===== src/rtl/conv_pkg.sv =====
// Shared types and constants for the coefficient loader and its APB transfer engine.
package conv_pkg;
    localparam int         CONV_WORD_W          = 32;
    localparam int         CONV_TIMEOUT_DEFAULT = 64;
    localparam logic [3:0] CONV_STRB_ALL        = 4'b1111;

    typedef enum logic [2:0] {
        ST_IDLE   = 3'd0,
        ST_FETCH  = 3'd1,
        ST_SETUP  = 3'd2,
        ST_ACCESS = 3'd3,
        ST_NEXT   = 3'd4,
        ST_DONE   = 3'd5
    } conv_ldr_state_t;

    typedef enum logic {
        PASS_WR = 1'b0,
        PASS_RD = 1'b1
    } conv_pass_t;

    typedef enum logic [1:0] {
        PH_IDLE   = 2'd0,
        PH_SETUP  = 2'd1,
        PH_ACCESS = 2'd2
    } apb_phase_t;
endpackage


===== src/rtl/apb_master_xfer.sv =====
// Single-transfer APB master: SETUP then ACCESS, with an ACCESS-phase timeout.
module apb_master_xfer
    import conv_pkg::*;
#(
    parameter int TIMEOUT_CYCLES = CONV_TIMEOUT_DEFAULT
) (
    input  logic                   clk,
    input  logic                   rstn,
    input  logic                   go,
    input  logic                   write,
    input  logic [CONV_WORD_W-1:0] addr,
    input  logic [CONV_WORD_W-1:0] wdata,
    output logic                   ack,
    output logic                   timeout,
    output logic                   m_sel,
    output logic                   m_ce,
    output logic                   m_we,
    output logic [CONV_WORD_W-1:0] m_addr,
    output logic [CONV_WORD_W-1:0] m_wdata,
    output logic [3:0]             m_strb,
    input  logic                   m_rdy
);
    localparam int            CW       = (TIMEOUT_CYCLES > 1) ? $clog2(TIMEOUT_CYCLES) : 1;
    localparam logic [CW-1:0] CNT_LAST = CW'(TIMEOUT_CYCLES - 1);

    apb_phase_t             phase_r;
    logic [CW-1:0]          cnt_r;
    logic                   sel_r, ce_r, we_r;
    logic [CONV_WORD_W-1:0] addr_r, wdata_r;
    logic [3:0]             strb_r;
    logic                   access_s, cnt_last_s;

    // Completion and timeout decode for the current ACCESS cycle
    always_comb begin
        access_s   = (phase_r == PH_ACCESS);
        cnt_last_s = (cnt_r == CNT_LAST);
        ack        = access_s && m_rdy;
        timeout    = access_s && !m_rdy && cnt_last_s;
    end

    // Bus phase sequencing; every bus output is a flop
    always_ff @(posedge clk) begin
        if (!rstn) begin
            phase_r <= PH_IDLE;
            cnt_r   <= CW'(0);
            sel_r   <= 1'b0;
            ce_r    <= 1'b0;
            we_r    <= 1'b0;
            addr_r  <= 32'd0;
            wdata_r <= 32'd0;
            strb_r  <= 4'd0;
        end else begin
            case (phase_r)
                PH_IDLE: begin
                    if (go) begin
                        sel_r   <= 1'b1;
                        ce_r    <= 1'b0;
                        we_r    <= write;
                        addr_r  <= addr;
                        strb_r  <= CONV_STRB_ALL;
                        phase_r <= PH_SETUP;
                    end else begin
                        phase_r <= PH_IDLE;
                    end
                end
                PH_SETUP: begin
                    // ROM word only becomes valid during SETUP, so data lands with the enable
                    ce_r    <= 1'b1;
                    wdata_r <= wdata;
                    cnt_r   <= CW'(0);
                    phase_r <= PH_ACCESS;
                end
                PH_ACCESS: begin
                    if (m_rdy || cnt_last_s) begin
                        sel_r   <= 1'b0;
                        ce_r    <= 1'b0;
                        we_r    <= 1'b0;
                        addr_r  <= 32'd0;
                        wdata_r <= 32'd0;
                        strb_r  <= 4'd0;
                        phase_r <= PH_IDLE;
                    end else begin
                        cnt_r <= cnt_r + CW'(1);
                    end
                end
                default: begin
                    sel_r   <= 1'b0;
                    ce_r    <= 1'b0;
                    strb_r  <= 4'd0;
                    phase_r <= PH_IDLE;
                end
            endcase
        end
    end

    assign m_sel   = sel_r;
    assign m_ce    = ce_r;
    assign m_we    = we_r;
    assign m_addr  = addr_r;
    assign m_wdata = wdata_r;
    assign m_strb  = strb_r;
endmodule


===== src/rtl/conv_coef_loader.sv =====
// Loads one ROM coefficient set into the convolution core over APB, optionally
// verifies it by read-back, and gates the core's data_enable on a clean load.
module conv_coef_loader
    import conv_pkg::*;
#(
    parameter int CONV_CORE_DEPTH = 256,
    parameter int NUM_SETS        = 4,
    parameter int TIMEOUT_CYCLES  = CONV_TIMEOUT_DEFAULT,
    parameter bit VERIFY          = 1'b1
) (
    input  logic                                   clk,
    input  logic                                   rstn,
    input  logic                                   start,
    input  logic [$clog2(NUM_SETS)-1:0]            set_sel,
    output logic                                   busy,
    output logic                                   done,
    output logic                                   err,
    output logic [$clog2(CONV_CORE_DEPTH)-1:0]     err_idx,
    output logic                                   data_enable,
    output logic [$clog2(NUM_SETS*CONV_CORE_DEPTH)-1:0] rom_addr,
    input  logic [CONV_WORD_W-1:0]                 rom_rdata,
    output logic                                   m_sel,
    output logic                                   m_ce,
    output logic                                   m_we,
    output logic [CONV_WORD_W-1:0]                 m_addr,
    output logic [CONV_WORD_W-1:0]                 m_wdata,
    output logic [3:0]                             m_strb,
    input  logic                                   m_rdy,
    input  logic [CONV_WORD_W-1:0]                 m_rdata
);
    localparam int            IW       = $clog2(CONV_CORE_DEPTH);
    localparam int            SW       = $clog2(NUM_SETS);
    localparam int            AW       = $clog2(NUM_SETS * CONV_CORE_DEPTH);
    localparam logic [IW-1:0] IDX_LAST = IW'(CONV_CORE_DEPTH - 1);
    localparam logic [AW-1:0] DEPTH_A  = AW'(CONV_CORE_DEPTH);

    conv_ldr_state_t        state_r;
    conv_pass_t             pass_r;
    logic [SW-1:0]          set_r;
    logic [IW-1:0]          idx_r, err_idx_r;
    logic [CONV_WORD_W-1:0] exp_r;
    logic [AW-1:0]          rom_addr_r;
    logic                   busy_r, done_r, err_r, de_r;
    logic                   xfer_go_s, xfer_we_s, xfer_ack_s, xfer_tmo_s, mismatch_s;
    logic [CONV_WORD_W-1:0] xfer_addr_s;

    function automatic logic [AW-1:0] rom_index(input logic [SW-1:0] set, input logic [IW-1:0] idx);
        return AW'(set) * DEPTH_A + AW'(idx);
    endfunction

    // Transfer request and read-back compare for the current word
    always_comb begin
        xfer_go_s   = (state_r == ST_FETCH);
        xfer_we_s   = (pass_r == PASS_WR);
        xfer_addr_s = CONV_WORD_W'(idx_r);
        mismatch_s  = (pass_r == PASS_RD) && (m_rdata != exp_r);
    end

    apb_master_xfer #(
        .TIMEOUT_CYCLES(TIMEOUT_CYCLES)
    ) u_xfer (
        .clk    (clk),
        .rstn   (rstn),
        .go     (xfer_go_s),
        .write  (xfer_we_s),
        .addr   (xfer_addr_s),
        .wdata  (rom_rdata),
        .ack    (xfer_ack_s),
        .timeout(xfer_tmo_s),
        .m_sel  (m_sel),
        .m_ce   (m_ce),
        .m_we   (m_we),
        .m_addr (m_addr),
        .m_wdata(m_wdata),
        .m_strb (m_strb),
        .m_rdy  (m_rdy)
    );

    // Load sequencer: word indexing, write/read passes, error capture
    always_ff @(posedge clk) begin
        if (!rstn) begin
            state_r    <= ST_IDLE;
            pass_r     <= PASS_WR;
            set_r      <= SW'(0);
            idx_r      <= IW'(0);
            exp_r      <= 32'd0;
            rom_addr_r <= AW'(0);
            busy_r     <= 1'b0;
            done_r     <= 1'b0;
            err_r      <= 1'b0;
            err_idx_r  <= IW'(0);
            de_r       <= 1'b0;
        end else begin
            case (state_r)
                ST_IDLE: begin
                    done_r <= 1'b0;
                    if (start) begin
                        set_r      <= set_sel;
                        idx_r      <= IW'(0);
                        pass_r     <= PASS_WR;
                        err_r      <= 1'b0;
                        err_idx_r  <= IW'(0);
                        de_r       <= 1'b0;
                        busy_r     <= 1'b1;
                        rom_addr_r <= rom_index(set_sel, IW'(0));
                        state_r    <= ST_FETCH;
                    end else begin
                        state_r <= ST_IDLE;
                    end
                end
                ST_FETCH: state_r <= ST_SETUP;
                ST_SETUP: begin
                    exp_r   <= rom_rdata;
                    state_r <= ST_ACCESS;
                end
                ST_ACCESS: begin
                    if (xfer_ack_s) begin
                        if (mismatch_s && !err_r) begin
                            err_r     <= 1'b1;
                            err_idx_r <= idx_r;
                        end
                        state_r <= ST_NEXT;
                    end else if (xfer_tmo_s) begin
                        err_r     <= 1'b1;
                        err_idx_r <= idx_r;
                        busy_r    <= 1'b0;
                        done_r    <= 1'b1;
                        state_r   <= ST_DONE;
                    end else begin
                        state_r <= ST_ACCESS;
                    end
                end
                ST_NEXT: begin
                    if (idx_r == IDX_LAST) begin
                        if ((pass_r == PASS_WR) && VERIFY) begin
                            pass_r     <= PASS_RD;
                            idx_r      <= IW'(0);
                            rom_addr_r <= rom_index(set_r, IW'(0));
                            state_r    <= ST_FETCH;
                        end else begin
                            busy_r  <= 1'b0;
                            done_r  <= 1'b1;
                            state_r <= ST_DONE;
                        end
                    end else begin
                        idx_r      <= idx_r + IW'(1);
                        rom_addr_r <= rom_index(set_r, idx_r + IW'(1));
                        state_r    <= ST_FETCH;
                    end
                end
                ST_DONE: begin
                    done_r  <= 1'b0;
                    de_r    <= !err_r;
                    state_r <= ST_IDLE;
                end
                default: begin
                    busy_r  <= 1'b0;
                    done_r  <= 1'b0;
                    state_r <= ST_IDLE;
                end
            endcase
        end
    end

    assign busy        = busy_r;
    assign done        = done_r;
    assign err         = err_r;
    assign err_idx     = err_idx_r;
    assign data_enable = de_r;
    assign rom_addr    = rom_addr_r;
endmodule


===== config.mk =====
export PLATFORM = sky130hd
export DESIGN_NAME = conv_coef_loader
export DESIGN_NICKNAME = d
export VERILOG_FILES = /design/src/rtl/conv_pkg.sv /design/src/rtl/apb_master_xfer.sv /design/src/rtl/conv_coef_loader.sv
export SDC_FILE = /design/constraint.sdc
export NUM_CORES = 1
export LEC_CHECK = 0
export CORE_MARGIN = 5
export CORE_UTILIZATION = 41
export CTS_BUF_LIST = sky130_fd_sc_hd__clkbuf_4 sky130_fd_sc_hd__clkbuf_8 sky130_fd_sc_hd__clkbuf_16
export CTS_CLUSTER_DIAMETER = 150
export DETAILED_ROUTE_END_ITERATION = 12
export PLACE_DENSITY = 0.73
export SLEW_MARGIN = 40
export SYNTH_ARGS = -nofsm -noshare
export SYNTH_HDL_FRONTEND = slang
export SYNTH_SLANG_ARGS = --single-unit
export TNS_END_PERCENT = 100

===== constraint.sdc =====
create_clock -name clk -period 1.8 [get_ports clk]
set_input_delay 0.36 -clock clk [delete_from_list [all_inputs] [get_ports clk]]
set_output_delay 0.36 -clock clk [all_outputs]
set_load 0.01 [all_outputs]

==> summary by stage <==
GRT
After global routing the overflow that remains totals 0. The all-layer global routing usage is 19.54%. Entering global routing, the biggest net connects 35 pins. The initial antenna violation count is 7. The number of global-route vias before repair was 4,517. The wire length of the first global-routing pass is 22,650 µm.

Timing
After layout, the minimum clock period comes to 1.758 ns. The setup violation total in the final timing report is 0. For the final database, setup skew stands at around 0.0065 ns. The worst path setup slack after routing is around 0.042 ns.

Of the available clock period, the critical path in the final layout requires 97.68%. Setup total negative slack on the finished layout was measured at 0 ns. The maximum achievable frequency is 568.8 MHz. The final-report hold violation count is 0.

The count of pins over their slew limit was 0. Setup repair after global routing could not meet its margin everywhere.

Worst setup path
The critical path ends at rom_addr[0]. The worst reg2reg path depth is 7. The worst setup path is launched from a flop. The slowest stage of the critical path is the sky130_fd_sc_hd__clkdlybuf4s50_1 cell. The type of the setup path with the least slack is flop to output port. The worst flop-to-flop path endpoint is err_idx[0].

Setup slack on the worst reg-to-reg path comes out at approximately 0.060 ns. The critical path buffer and inverter count is 2. The critical path goes through buf_4, clkdlybuf4s50_1. STA puts the critical path data arrival time at 1.40 ns.

The critical-path maximum fanout is 7. For the worst setup path, the data required time is 1.44 ns. The launch point of the critical path is idx_r[0]. The launching point of the worst reg2reg path is exp_r[12]. The largest stage delay on the critical path is 0.55 ns. The instance count on the critical path is 2. The worst setup path is captured at an output port.

The kind of cell with the highest combined delay along the critical path is buffers and inverters.

Synthesis
In the synthesized netlist, the cells that appear most often are sky130_fd_sc_hd__nand2_1 (135), sky130_fd_sc_hd__dfxtp_1 (111), sky130_fd_sc_hd__a21oi_1 (76). The most instantiated library cell after synthesis is sky130_fd_sc_hd__nand2_1. The number of flops mapped to enable cells by yosys is 0. Each instance of the synthesized netlist takes up on average 8.202 µm². The Yosys step of the flow raised 0 warnings. Of the synthesized area, sequential elements account for 46.31%. In this run the cell area of the synthesized design comes to 4798 µm². The number of instances in the synthesized netlist is ~590. For this run, the leading register cell type out of synthesis is sky130_fd_sc_hd__dfxtp_1. The cell type with the largest total area after synthesis is sky130_fd_sc_hd__dfxtp_1. Synthesis instantiated 45 different standard cells from the library.

For this run, asynchronously set or reset flops after synthesis account for 0%. By area the synthesized netlist is led by sky130_fd_sc_hd__dfxtp_1 (46%), sky130_fd_sc_hd__nand2_1 (11%), sky130_fd_sc_hd__a21oi_1 (7.9%). The top-area cell type share of the netlist area is a little under half. The flop and latch count out of synthesis is between 100 and 150.

Layout
The post-synthesis to final-layout area growth is 45.37%. Of the cells placed in the final design, the portion with a size suffix greater than 1 is about 11%. The final core utilization is 60.83%. In the final design database the tool counted 808 nets. Counting the fill cells in the layout gives 967. The area of all placed cells without fillers is 6975 µm². The filler-free cell count of the finished design is just under 900.

Detailed routing
The residual DRC count is 0. The number of iterations in the first detailed-routing pass is 4. Once detail routing completed, the nets flagged for antenna violations numbered 0.

Wires add up to 14,200 µm. The first routing iteration left between 200 and 300 violations. The total number of vias is 4,535. In the final routed layout, each cell accounts on average for 15.95 µm. The detailed-route vias per instance is 5.096.

Placement
OpenSTA, run right after detailed placement, puts the worst setup slack at -0.4426 ns. The number of cells after detailed placement is slightly below 900. The post-place instance area is approximately 6400 µm². The global placement routability congestion is 0.8900. Once detailed placement completed, the half-perimeter wirelength came to between 10,000 and 15,000 µm. The number of port buffers is 138.

Power
Cell internal power was estimated by the tool at 4.317 mW. The net switching power of the design is between 1 and 1.5 mW. The worst IR drop on VDD is 0.5661 mV. The combinational power share is between 10% and 20%. Net switching is roughly a quarter of the power.

In this run the static leakage power is 2.751 nW. The share of total power dissipated in sequential elements is 46.1%. The total power per unit cell area is between 800 and 900 nW/µm². Per report_power, the clock group accounts for ~39% of the total.

Floorplanning
In this run the core area contains 39 standard-cell rows. The die height is 118.2 µm. The boundary pin count is roughly 160. The floorplan die area is approximately 14,000 µm².

The area of the placeable core is 11,470 µm². The die extent in x is about 120 µm. The starting density of the core is 41.84%.

Hold path
Along the worst hold path, the cell count comes to 2. The kind of path behind the tightest hold check is flop to flop. The worst hold path begins at set_r[1].

Run
The count of maximum capacitance violations is 0.

Clocking
The H-tree level count is 3. The cell sitting at the root of the clock tree is a sky130_fd_sc_hd__clkbuf_16. TritonCTS built the clock tree.

The clock passes through at most 2 buffers. After clock tree synthesis, the flow added hold-fix buffers numbering 0. Clock-pin slew was measured on the worst setup and hold paths at 0.07 ns. The number of buffers created by CTS is 9. The clock net sink count is approximately 110. The insertion delay of the later-clocked pin in the worst-skew pair is about 0.35 ns.

Run status
The flow ran to the end, and the final reports show no timing, DRC or antenna violations.
[cell type report]
| class | instances | area (µm²) | share of cell area (%) |
|---|---|---|---|
| multi-input cells | 432 | 2374 | 34.03 |
| flip-flops and latches | 111 | 2226 | 31.91 |
| repair buffers | 179 | 1838 | 26.35 |
| clock buffers | 13 | 267.8 | 3.839 |
| well taps | 143 | 178.9 | 2.565 |
| clock inverters | 3 | 65.06 | 0.9327 |
| diodes | 6 | 15.01 | 0.2152 |
| inverters | 3 | 11.26 | 0.1614 |
[timing repair]
item,CTS,global route
setup endpoints to repair,50,59
pin swaps,2,10
gates resized for setup,7,46
buffers inserted,0,0
gates cloned,0,1
[worst min path at each step]
stage / end
final: set_r[1]
after detailed placement: set_r[1]
after global placement: set_r[0]
after global routing: exp_r[1]
after CTS: set_r[1]
after floorplan: set_r[0]
[tightest hold or removal path: stages, from the launching register on]
cell and delay, ns:
sky130_fd_sc_hd__dfxtp_1 0.31, sky130_fd_sc_hd__nand2_1 0.05, sky130_fd_sc_hd__a21oi_1 0.05
[placed cells by master, fill, tap and decap left out, types with 4 or more instances in the layout]
cell,count
sky130_fd_sc_hd__o22ai_1,7
sky130_fd_sc_hd__dfxtp_1,108
sky130_fd_sc_hd__a22o_1,8
sky130_fd_sc_hd__nand4_1,12
sky130_fd_sc_hd__a21oi_1,76
sky130_fd_sc_hd__o21ai_0,5
sky130_fd_sc_hd__buf_4,33
sky130_fd_sc_hd__nor2_1,31
sky130_fd_sc_hd__dlymetal6s2s_1,32
sky130_fd_sc_hd__nand3_1,40
sky130_fd_sc_hd__nor3_1,4
sky130_fd_sc_hd__nand2_1,134
sky130_fd_sc_hd__xnor2_1,33
sky130_fd_sc_hd__a31oi_1,4
sky130_fd_sc_hd__buf_12,4
sky130_fd_sc_hd__clkdlybuf4s50_1,106
sky130_fd_sc_hd__conb_1,24
sky130_fd_sc_hd__clkbuf_16,9
sky130_fd_sc_hd__diode_2,6
sky130_fd_sc_hd__xor2_1,6
[flip-flops by register name, indices dropped and copies added, names as in the netlist]
name            flops
exp_r              32
u_xfer.m_wdata     32
u_xfer.cnt_r        6
err                 1
u_xfer.m_strb       1
done                1
busy                1
u_xfer.m_we         1
set_r               2
u_xfer.phase_r      2
data_enable         1
state_r             3
rom_addr            3
idx_r               7
u_xfer.m_addr       8
pass_r              1
u_xfer.m_ce         1
err_idx             8
[routing by layer]
| layer | vias to the layer above | share of wire [%] | track usage, % |
|---|---|---|---|
| li1 | 2233 | - | - |
| met4 | 2 | 1.6 | 5.878 |
| met3 | 18 | 8.7 | 8.309 |
| met1 | 2124 | 42 | 23.38 |
| met2 | 158 | 47 | 31.96 |
| met5 | - | 0.092 | 0 |
[power groups by stage]
| stage | registers, mW | logic, mW | clock network (mW) |
|---|---|---|---|
| after floorplan | 2.69 | 0.460 | 0 |
| after global placement | 2.69 | 0.846 | 0 |
| after detailed placement | 2.69 | 0.862 | 0 |
| after CTS | 2.63 | 0.870 | 2.25 |
| after global routing | 2.65 | 0.945 | 2.37 |
| final | 2.64 | 0.867 | 2.21 |
[per-stage QoR]
step / hold slack [ns] / total power, mW
2_1_floorplan: 0.4357 / 3.154
3_3_place_gp: 0.4429 / 3.531
3_5_place_dp: 0.4460 / 3.552
4_1_cts: 0.4557 / 5.753
5_1_grt: 0.4911 / 5.965
6_report: 0.4585 / 5.717
[cell families (layout without fill, tap and decap cells)]
logic type / count (synthesis) / count (layout) / synth area share, %
xor+xnor: 40 / 40 / 7.301
buf+inv: 65 / 198 / 7.588
fa+ha+maj: 2 / 2 / 0.5214
other cells: 1 / 30 / 0.07815
mux: 3 / 3 / 0.6258
compound gates: 114 / 114 / 14.29
simple gates: 249 / 249 / 23.29
flops: 111 / 111 / 46.31
No activity file was read; power rests on OpenSTA's default activity.
